File: src/rtl/knight_pkg.sv
// Shared definitions for the Knight robot link: bit timing default,
// sequencer/receiver state encodings and robot response codes.
package knight_pkg;

  localparam int BAUD_DIV_DEFAULT = 2604;  // 50 MHz / 19200 baud

  localparam logic [7:0] RESP_DONE = 8'hA5;

  typedef enum logic [1:0] {
    IDLE,
    HIGH,
    LOW
  } seq_state_t;

  typedef enum logic [1:0] {
    RX_IDLE,
    RX_START,
    RX_DATA
  } rx_state_t;

  // 8N1 frame shifted out LSB first: start bit at [0], stop bit at [9].
  function automatic logic [9:0] tx_frame(input logic [7:0] data);
    return {1'b1, data, 1'b0};
  endfunction

endpackage

File: src/rtl/remote_comm_if.sv
// Host-side command/response handshake of the remote link.
interface remote_comm_if;
  logic [15:0] cmd;
  logic        snd_cmd;
  logic        cmd_snt;
  logic        resp_rdy;
  logic [7:0]  resp;

  modport master (output cmd, snd_cmd, input cmd_snt, resp_rdy, resp);
  modport slave  (input cmd, snd_cmd, output cmd_snt, resp_rdy, resp);
endinterface

File: src/rtl/remote_comm_uart.sv
// 8N1 UART: TX shifter launched by trmt, and an independent mid-bit
// sampling RX shifter with a 2-flop input synchronizer.
module remote_comm_uart
  import knight_pkg::*;
#(
  parameter int BAUD_DIV = BAUD_DIV_DEFAULT
) (
  input  logic       clk,
  input  logic       srst,
  input  logic       trmt,
  input  logic [7:0] tx_data,
  output logic       tx,
  output logic       tx_done,
  input  logic       rx,
  output logic       rdy,
  output logic [7:0] rx_data
);

  localparam int CNT_W = $clog2(BAUD_DIV);
  localparam logic [CNT_W-1:0] BAUD_LAST = CNT_W'(BAUD_DIV - 1);
  localparam logic [CNT_W-1:0] HALF_LAST = CNT_W'(BAUD_DIV / 2 - 1);

  logic [9:0]       tx_shift_reg;
  logic [CNT_W-1:0] tx_baud_reg;
  logic [3:0]       tx_bit_reg;
  logic             tx_busy_reg;

  // Pulses in the last cycle of the stop bit so a follow-on byte can be
  // loaded on the very edge the stop bit ends, leaving no idle gap.
  assign tx_done = tx_busy_reg && (tx_baud_reg == BAUD_LAST) && (tx_bit_reg == 4'd9);
  assign tx      = tx_shift_reg[0];

  always_ff @(posedge clk) begin
    if (srst) begin
      tx_shift_reg <= '1;
      tx_baud_reg  <= '0;
      tx_bit_reg   <= '0;
      tx_busy_reg  <= 1'b0;
    end else if (trmt) begin
      tx_shift_reg <= tx_frame(tx_data);
      tx_baud_reg  <= '0;
      tx_bit_reg   <= '0;
      tx_busy_reg  <= 1'b1;
    end else if (tx_busy_reg) begin
      if (tx_baud_reg == BAUD_LAST) begin
        tx_baud_reg  <= '0;
        tx_shift_reg <= {1'b1, tx_shift_reg[9:1]};
        if (tx_bit_reg == 4'd9) begin
          tx_busy_reg <= 1'b0;
        end else begin
          tx_bit_reg <= tx_bit_reg + 4'd1;
        end
      end else begin
        tx_baud_reg <= tx_baud_reg + CNT_W'(1);
      end
    end
  end

  logic [1:0]       rx_sync_reg;
  logic             rx_prev_reg;
  logic             rx_s;
  rx_state_t        rx_state_reg, rx_state_next;
  logic [CNT_W-1:0] rx_cnt_reg, rx_cnt_next;
  logic [3:0]       rx_bit_reg, rx_bit_next;
  logic [7:0]       rx_shift_reg, rx_shift_next;
  logic [7:0]       rx_data_reg, rx_data_next;
  logic             rdy_reg, rdy_next;

  assign rx_s    = rx_sync_reg[1];
  assign rdy     = rdy_reg;
  assign rx_data = rx_data_reg;

  always_ff @(posedge clk) begin
    if (srst) begin
      rx_sync_reg  <= 2'b11;
      rx_prev_reg  <= 1'b1;
      rx_state_reg <= RX_IDLE;
      rx_cnt_reg   <= '0;
      rx_bit_reg   <= '0;
      rx_shift_reg <= '0;
      rx_data_reg  <= '0;
      rdy_reg      <= 1'b0;
    end else begin
      rx_sync_reg  <= {rx_sync_reg[0], rx};
      rx_prev_reg  <= rx_s;
      rx_state_reg <= rx_state_next;
      rx_cnt_reg   <= rx_cnt_next;
      rx_bit_reg   <= rx_bit_next;
      rx_shift_reg <= rx_shift_next;
      rx_data_reg  <= rx_data_next;
      rdy_reg      <= rdy_next;
    end
  end

  always_comb begin
    rx_state_next = rx_state_reg;
    rx_cnt_next   = rx_cnt_reg;
    rx_bit_next   = rx_bit_reg;
    rx_shift_next = rx_shift_reg;
    rx_data_next  = rx_data_reg;
    rdy_next      = 1'b0;
    case (rx_state_reg)
      RX_IDLE: begin
        if (rx_prev_reg && !rx_s) begin
          rx_state_next = RX_START;
          rx_cnt_next   = '0;
        end
      end
      RX_START: begin
        // Mid-start-bit check rejects glitches shorter than half a bit.
        if (rx_cnt_reg == HALF_LAST) begin
          rx_cnt_next   = '0;
          rx_bit_next   = '0;
          rx_state_next = rx_s ? RX_IDLE : RX_DATA;
        end else begin
          rx_cnt_next = rx_cnt_reg + CNT_W'(1);
        end
      end
      RX_DATA: begin
        if (rx_cnt_reg == BAUD_LAST) begin
          rx_cnt_next = '0;
          if (rx_bit_reg == 4'd8) begin
            // Stop sample: byte delivered regardless of its value.
            rx_data_next  = rx_shift_reg;
            rdy_next      = 1'b1;
            rx_state_next = RX_IDLE;
          end else begin
            rx_shift_next = {rx_s, rx_shift_reg[7:1]};
            rx_bit_next   = rx_bit_reg + 4'd1;
          end
        end else begin
          rx_cnt_next = rx_cnt_reg + CNT_W'(1);
        end
      end
      default: rx_state_next = RX_IDLE;
    endcase
  end

endmodule

File: src/rtl/remote_comm.sv
// Host-side Knight link: sends a 16-bit command as two back-to-back UART
// bytes (high first) and reports single-byte robot responses.
module remote_comm
  import knight_pkg::*;
#(
  parameter int BAUD_DIV = BAUD_DIV_DEFAULT
) (
  input  logic clk,
  input  logic rst_n,  // active-high synchronous reset despite the name
  input  logic RX,
  output logic TX,
  remote_comm_if.slave host
);

  seq_state_t state_reg, state_next;
  logic       launch_reg, launch_next;
  logic       cmd_snt_reg, cmd_snt_next;
  logic [7:0] hi_reg, lo_reg;
  logic       capture;
  logic       trmt;
  logic [7:0] tx_byte;
  logic       tx_done;
  logic       rdy;
  logic [7:0] rx_data;

  remote_comm_uart #(.BAUD_DIV(BAUD_DIV)) u_uart (
    .clk     (clk),
    .srst    (rst_n),
    .trmt    (trmt),
    .tx_data (tx_byte),
    .tx      (TX),
    .tx_done (tx_done),
    .rx      (RX),
    .rdy     (rdy),
    .rx_data (rx_data)
  );

  assign host.cmd_snt  = cmd_snt_reg;
  assign host.resp_rdy = rdy;
  assign host.resp     = rx_data;

  always_ff @(posedge clk) begin
    if (rst_n) begin
      state_reg   <= IDLE;
      launch_reg  <= 1'b0;
      cmd_snt_reg <= 1'b0;
      hi_reg      <= '0;
      lo_reg      <= '0;
    end else begin
      state_reg   <= state_next;
      launch_reg  <= launch_next;
      cmd_snt_reg <= cmd_snt_next;
      if (capture) begin
        hi_reg <= host.cmd[15:8];
        lo_reg <= host.cmd[7:0];
      end
    end
  end

  // The high byte is launched one cycle after acceptance (so the start bit
  // begins on the following edge); the low byte is chained on tx_done.
  always_comb begin
    state_next   = state_reg;
    launch_next  = 1'b0;
    cmd_snt_next = cmd_snt_reg;
    capture      = 1'b0;
    trmt         = 1'b0;
    tx_byte      = lo_reg;
    if (launch_reg) begin
      trmt    = 1'b1;
      tx_byte = hi_reg;
    end
    case (state_reg)
      IDLE: begin
        if (host.snd_cmd) begin
          capture      = 1'b1;
          launch_next  = 1'b1;
          cmd_snt_next = 1'b0;
          state_next   = HIGH;
        end
      end
      HIGH: begin
        if (tx_done) begin
          trmt       = 1'b1;
          tx_byte    = lo_reg;
          state_next = LOW;
        end
      end
      LOW: begin
        if (tx_done) begin
          cmd_snt_next = 1'b1;
          state_next   = IDLE;
        end
      end
      default: state_next = IDLE;
    endcase
  end

endmodule

File: src/flat_wrapper.sv
// flat-port wrapper written by rule: the top's interface ports become plain ports
module remote_comm_flat import knight_pkg::*;
#(
  parameter int BAUD_DIV = BAUD_DIV_DEFAULT
)
  (clk, rst_n, RX, TX, host_cmd, host_snd_cmd, host_cmd_snt, host_resp_rdy, host_resp);
  remote_comm_if host_i ();
  input  logic clk;
  input  logic rst_n;
  input  logic RX;
  output logic TX;
  input wire logic [$bits(host_i.cmd)-1:0] host_cmd;
  input wire logic [$bits(host_i.snd_cmd)-1:0] host_snd_cmd;
  output wire logic [$bits(host_i.cmd_snt)-1:0] host_cmd_snt;
  output wire logic [$bits(host_i.resp_rdy)-1:0] host_resp_rdy;
  output wire logic [$bits(host_i.resp)-1:0] host_resp;
  assign host_i.cmd = host_cmd;
  assign host_i.snd_cmd = host_snd_cmd;
  assign host_cmd_snt = host_i.cmd_snt;
  assign host_resp_rdy = host_i.resp_rdy;
  assign host_resp = host_i.resp;
  remote_comm #(.BAUD_DIV(BAUD_DIV)) u_core (.clk(clk), .rst_n(rst_n), .RX(RX), .TX(TX), .host(host_i));
endmodule
File: config.mk
export PLATFORM = sky130hd
export DESIGN_NAME = remote_comm_flat
export DESIGN_NICKNAME = d
export VERILOG_FILES = /design/src/rtl/knight_pkg.sv /design/src/rtl/remote_comm_if.sv /design/src/rtl/remote_comm_uart.sv /design/src/rtl/remote_comm.sv /design/src/flat_wrapper.sv
export SDC_FILE = /design/constraint.sdc
export NUM_CORES = 1
export LEC_CHECK = 0
export ABC_AREA = 1
export ABC_CLOCK_PERIOD_IN_PS = 2100
export BUFFER_PORTS_ARGS = -buffer_cell sky130_fd_sc_hd__buf_2
export CORE_UTILIZATION = 45
export CTS_BUF_LIST = sky130_fd_sc_hd__clkbuf_16
export DETAILED_ROUTE_END_ITERATION = 10
export PLACE_DENSITY = 0.72
export SLEW_MARGIN = 25
export SYNTH_ARGS = -nofsm -noshare
export SYNTH_HDL_FRONTEND = slang
export SYNTH_SLANG_ARGS = --single-unit
File: constraint.sdc
create_clock -name clk -period 2.1 [get_ports clk]
set_input_delay 0.315 -clock clk [delete_from_list [all_inputs] [get_ports clk]]
set_output_delay 0.315 -clock clk [all_outputs]
set_load 0.01 [all_outputs]
Word-level counts from Yosys, hierarchy flattened. Cells that the tools add are included.

Flip-flop bits (word level): 84. Bits in latches: 0. Bits in writable memories: 0. ROM bits: 0. Input port bits: 20. Memories kept: 0.

$add $sub $neg: 4. Multipliers: 0. Divide/modulo/power cells: 0. Magnitude comparators: 0. Equality and inequality tests: 17. Shift-type cells: 0. Multiplexer cells: 38. Bitwise logic cells: 4. Reduce and logical (&&, ||, !) cells: 22.

Operator list (number): $mux 12 (4); $pmux 12 s3 (1); $mux 9 (3); $add 12x1->12 const B (2); $eq 12x12->1 const B (2); $mux 8 (3); $mux 2 (8); $reduce_and 3->1 (5); $eq 12x11->1 const B (1); $mux 1 (12); $mux 4 (3); $ne 2x2->1 const B (6); $pmux 2 s3 (2); $add 4x1->4 const B (2); $eq 4x4->1 const B (2); $pmux 4 s2 (1); $reduce_and 4->1 (2); $reduce_bool 2->1 (4); $eq 2x1->1 const B (2); $eq 2x2->1 const B (2); $logic_not 2->1 (2); $ne 2x1->1 const B (2); $not 1->1 (4); $reduce_and 2->1 (2); other kinds (6) (8).

Logic depth before layout (Yosys ltp).
Depth after elaboration: 7. Depth in mapped cells: 12.

By module. From an unflattened synthesis, not the netlist that was laid out.

Cells, all modules: 580. Area total of the unflattened synthesis: 4252.8 um^2.

Modules (own cells, without submodules): remote_comm_uart (instances 1, cells an instance 463, area an instance 3385.7 um^2, sequential area each 1281.2 um^2); remote_comm (instances 1, cells an instance 117, area an instance 867.1 um^2, sequential area each 400.4 um^2).

Worst setup path before layout. No wires, ideal clock.

Path type: register to register. Start: register u_core.u_uart.tx_bit_reg[0]. End: register u_core.u_uart.tx_shift_reg[1]. Library setup time: 113 ps. Arrival: 1465 ps. Setup slack: 522 ps. Stages on the path, launching flop included: 11. Buffers on the path: 0. Period minus slack after synthesis: 1578 ps. Path through: dfxtp_1 ha_1 nand2_1 nor2_1 nand3_1 nor2_2 nand3_1 nand2_1 nand2_1 nand2_1 nand2_1.

Word-level cells in the longest chain between the ends: 6. Elaborated cells on any way between the ends: 10. Those cells by class: eq/ne (1); mux (5); reduce/logical (4).

RTL lines: start: declaration (RTL line remote_comm_uart.sv:25) `logic [3:0] tx_bit_reg;`; start signal: assignment (RTL line remote_comm_uart.sv:51) `tx_bit_reg <= tx_bit_reg + 4'd1;`; $eq 4x4->1 (*) (RTL line remote_comm_uart.sv:30) `assign tx_done = tx_busy_reg && (tx_baud_reg == BAUD_LAST) && (tx_bit_reg == 4'd9);`; $logic_and 1x1->1 (*) (RTL line remote_comm_uart.sv:30); $mux 1 (RTL line remote_comm.sv:83) `if (tx_done) begin`; $mux 1 (RTL line remote_comm.sv:73) `case (state_reg)`; $reduce_bool 2->1 (no source line); $reduce_and 2->1 (no source line); end signal: assignment (RTL line remote_comm_uart.sv:40) `tx_shift_reg <= tx_frame(tx_data);`; end signal: assignment (RTL line remote_comm_uart.sv:47) `tx_shift_reg <= {1'b1, tx_shift_reg[9:1]};`; end: declaration (RTL line remote_comm_uart.sv:23) `logic [9:0] tx_shift_reg;`.

Every way passes the cells marked *; elsewhere a longest branch is shown, timed or not. A chain may end at the register's enable or synchronous reset.

Worst setup path after layout.
Start: register u_core.u_uart.tx_bit_reg[0]. End: register u_core.u_uart.tx_shift_reg[6].

The elaborated chain is that of the path after synthesis.

==> metrics.md <==
| Metric | Value |
|---|---|
| Synth Flop Type | `dfxtp_1` |
| Unique masters post-synth | `32` |
| RR Startpoint | `u_core.u_uart.tx_bit_reg[0]` |
| Cell count after placement | `about 700` |
| Slew Limit Fails | `0` |
| Top cell family by delay on the critical path | `simple AND/OR/NAND/NOR gates` |
| PwrDens | `860 nW/um2` |
| Share of layout cells above drive strength 1 | `0.130` |
| Crit path launch | `u_core.u_uart.tx_bit_reg[0]` |
| Initial antenna violation count | `1` |
| DR vias/cell | `5.06` |
| Clk buf depth | `2` |
| Outcome | `complete, no violations` |
| Die area | `9200 um2` |
| Commonest cells after routing, fill and taps aside | `128 x nand2_1, 84 x dfxtp_1, 72 x nor2_1` |
| Post-Layout Cell Count | `715` |
| Post-synth EDFFs | `0` |
| Startpoint types | `flop` |
| Max Clk Rate | `~530 MHz` |
| Fraction of registers with async set/reset | `0` |
| Post-CTS Hold Fix Bufs | `0` |
| CP endpoint kind | `flop` |
| Worst hold path class | `input pin to flop` |
| Worst Path Buf+Inv | `0` |
| Num CTS Buffers | `9` |
| Multi-input gate area | `1930 um2` |
| Register-to-Register Path Depth | `10` |
| IO buf count | `30` |
| Post-detail-place hpwl | `6240 um` |
| Critical-path cell list | `ha_1 -> nand2_1 -> nor2_1 -> nand3_1 -> nor2_4 -> nand3_1 -> nand2_1 -> nand2_1 -> nand2_1 -> nand2_1` |
| Required @ worst endpoint | `2340 ps` |
| Number of antenna diodes | `0` |
| Post-route ant nets | `0` |
| R2R Path End | `u_core.u_uart.tx_shift_reg[6]` |
| Synth Cell Area | `about 4000 um2` |
| Design Power | `0.00393 W` |
| Clk sink count | `84` |
| Number of global-route vias before repair | `3298` |
| Residual DRC count | `0` |
| CP most frequent cell | `nand2_1` |
| DR pass1 iterations | `4` |
| Later-pin clock latency in the skew report | `340 ps` |
| Synth Area per Inst | `around 7.0 um2` |
| Wirelength per Cell | `11.9 um` |
| Total Routing Usage GR | `0.201` |
| Worst EP arrival | `2130 ps` |
| Global-route wire length before repair | `about 14000 um` |
| FP Rows | `33` |
| Core Region | `8380 um2` |
| Crit path max-delay cell type | `dfxtp_1` |
| Leak pwr | `between 1.5 and 2 nW` |
| Minimum clock period | `1890 ps` |
| Die width | `approximately 96 um` |
| Layout Skew | `7.57 ps` |
| Mapped Cells | `569` |
| VDD IR max | `0.540 mV` |
| Most common cell after layout, fill and taps aside | `nand2_1` |
| Post-Syn Nets | `600` |
| Layout Utilization | `0.545` |
| Final hold vios | `0` |
| # setup viols final | `0` |
| Clk root buf | `clkbuf_16` |
| Register area | `~1700 um2` |
| Nets | `636` |
| Ys Warns | `0` |
| Register area share after synthesis | `0.423` |
| Kind of critical path | `flop to flop` |
| # fillers | `800` |
| Crit path to | `u_core.u_uart.tx_shift_reg[6]` |
| Worst R2R Setup Slack | `210 ps` |
| Area Growth Syn to Fin | `15.0%` |
| Max Cap Viol | `0` |
| DRT iter0 DRCs | `117` |
| Synth Register Bits | `84` |
| Largest stage delay on the critical path | `410 ps` |
| Final GP Congestion | `0.856` |
| Crit path depth | `10` |
| Clock-pin slew on the worst setup and hold paths | `70 ps` |
| H-tree Lvls | `3` |
| I/O pins | `31` |
| Worst Max-Slew Pin Slew | `between 400 and 500 ps` |
| Initial Utilization | `0.474` |
| Worst rel slew slack | `0.681` |
| Post-Route WL | `8530 um` |
| Chip height | `around 96 um` |
| Largest fanout on the critical path | `9` |
| Period Utilization, post-route | `0.901` |
| Total gr overflow | `0` |
| DR vias | `~3600` |
| Pin count of the biggest net entering global routing | `27` |
| CTS tree | `done` |
routing by layer:
layer,track usage,share of wire,vias to the layer above
li1,-,-,1888
met4,0.0684,0.013,0
met5,0,0,-
met3,0.0632,0.036,8
met2,0.329,0.47,56
met1,0.249,0.48,1663
Yosys cell counts (2+ instances only):
master      n  area (um2)
a21oi_1    39         195
xor2_1     10        87.6
xnor2_1     2        17.5
buf_6       2        22.5
clkbuf_1   11        41.3
or2_2       4        25.0
nor3_1     11        55.1
nand3_1    39         195
inv_2       4        15.0
nor2_1     72         270
nor2_2      7        43.8
nand2_1   128         480
nand2_2     2        12.5
nand4_1    14        87.6
o21ai_1     2        10.0
o21ai_0    43         215
ha_1       11         138
dfxtp_1    84        1680
inv_1      70         263
buf_2       2        10.0
power by group:
group          switching (W)  internal, W
logic               0.000383     0.000194
clock network       0.000685     0.000940
registers          0.0000543      0.00167
cell type report:
cell class	instances	area share
multi-input cells	394	0.423
inverters	75	0.0617
clock inverters	7	0.0178
clock buffers	9	0.0493
repair buffers	41	0.0510
well taps	105	0.0288
flip-flops and latches	84	0.368
metrics by stage:
step | hold WS, ps | setup TNS (ps) | setup slack, ps | cell area [um2]
after floorplan | 389 | 0 | 522 | 3970
after global placement | 394 | 0 | 224 | 4250
after detailed placement | 400 | 0 | 142 | 4250
after CTS | 146 | 0 | 135 | 4560
after global routing | 146 | -8.99 | -8.99 | 4570
final | 158 | 0 | 208 | 4570
worst min path at each step:
stage | startpoint | end | depth (start not counted)
after floorplan | u_core.u_uart.rx_sync_reg[0] | u_core.u_uart.rx_sync_reg[1] | 1
after global placement | u_core.u_uart.rx_sync_reg[0] | u_core.u_uart.rx_sync_reg[1] | 1
after detailed placement | u_core.u_uart.rx_sync_reg[0] | u_core.u_uart.rx_sync_reg[1] | 1
after CTS | RX | u_core.u_uart.rx_sync_reg[0] | 2
after global routing | RX | u_core.u_uart.rx_sync_reg[0] | 2
final | RX | u_core.u_uart.rx_sync_reg[0] | 2
repair_timing:
| action | in CTS | in global routing |
|---|---|---|
| setup endpoints to repair | 0 | 5 |
| resized for setup | 0 | 1 |
| buffers inserted | 0 | 0 |
cells by family (layout without fill, tap and decap cells):
group / after synthesis / after routing / share of synthesized area
adders and majority gates: 11 / 11 / 0.0347
xor gates and xnor gates: 12 / 12 / 0.0265
buffers and inverters: 91 / 132 / 0.0914
DFF: 84 / 84 / 0.423
and+or+nand+nor: 283 / 283 / 0.310
AOI/OAI and AO/OA: 88 / 88 / 0.114
Power figures use the tool's default switching activity.
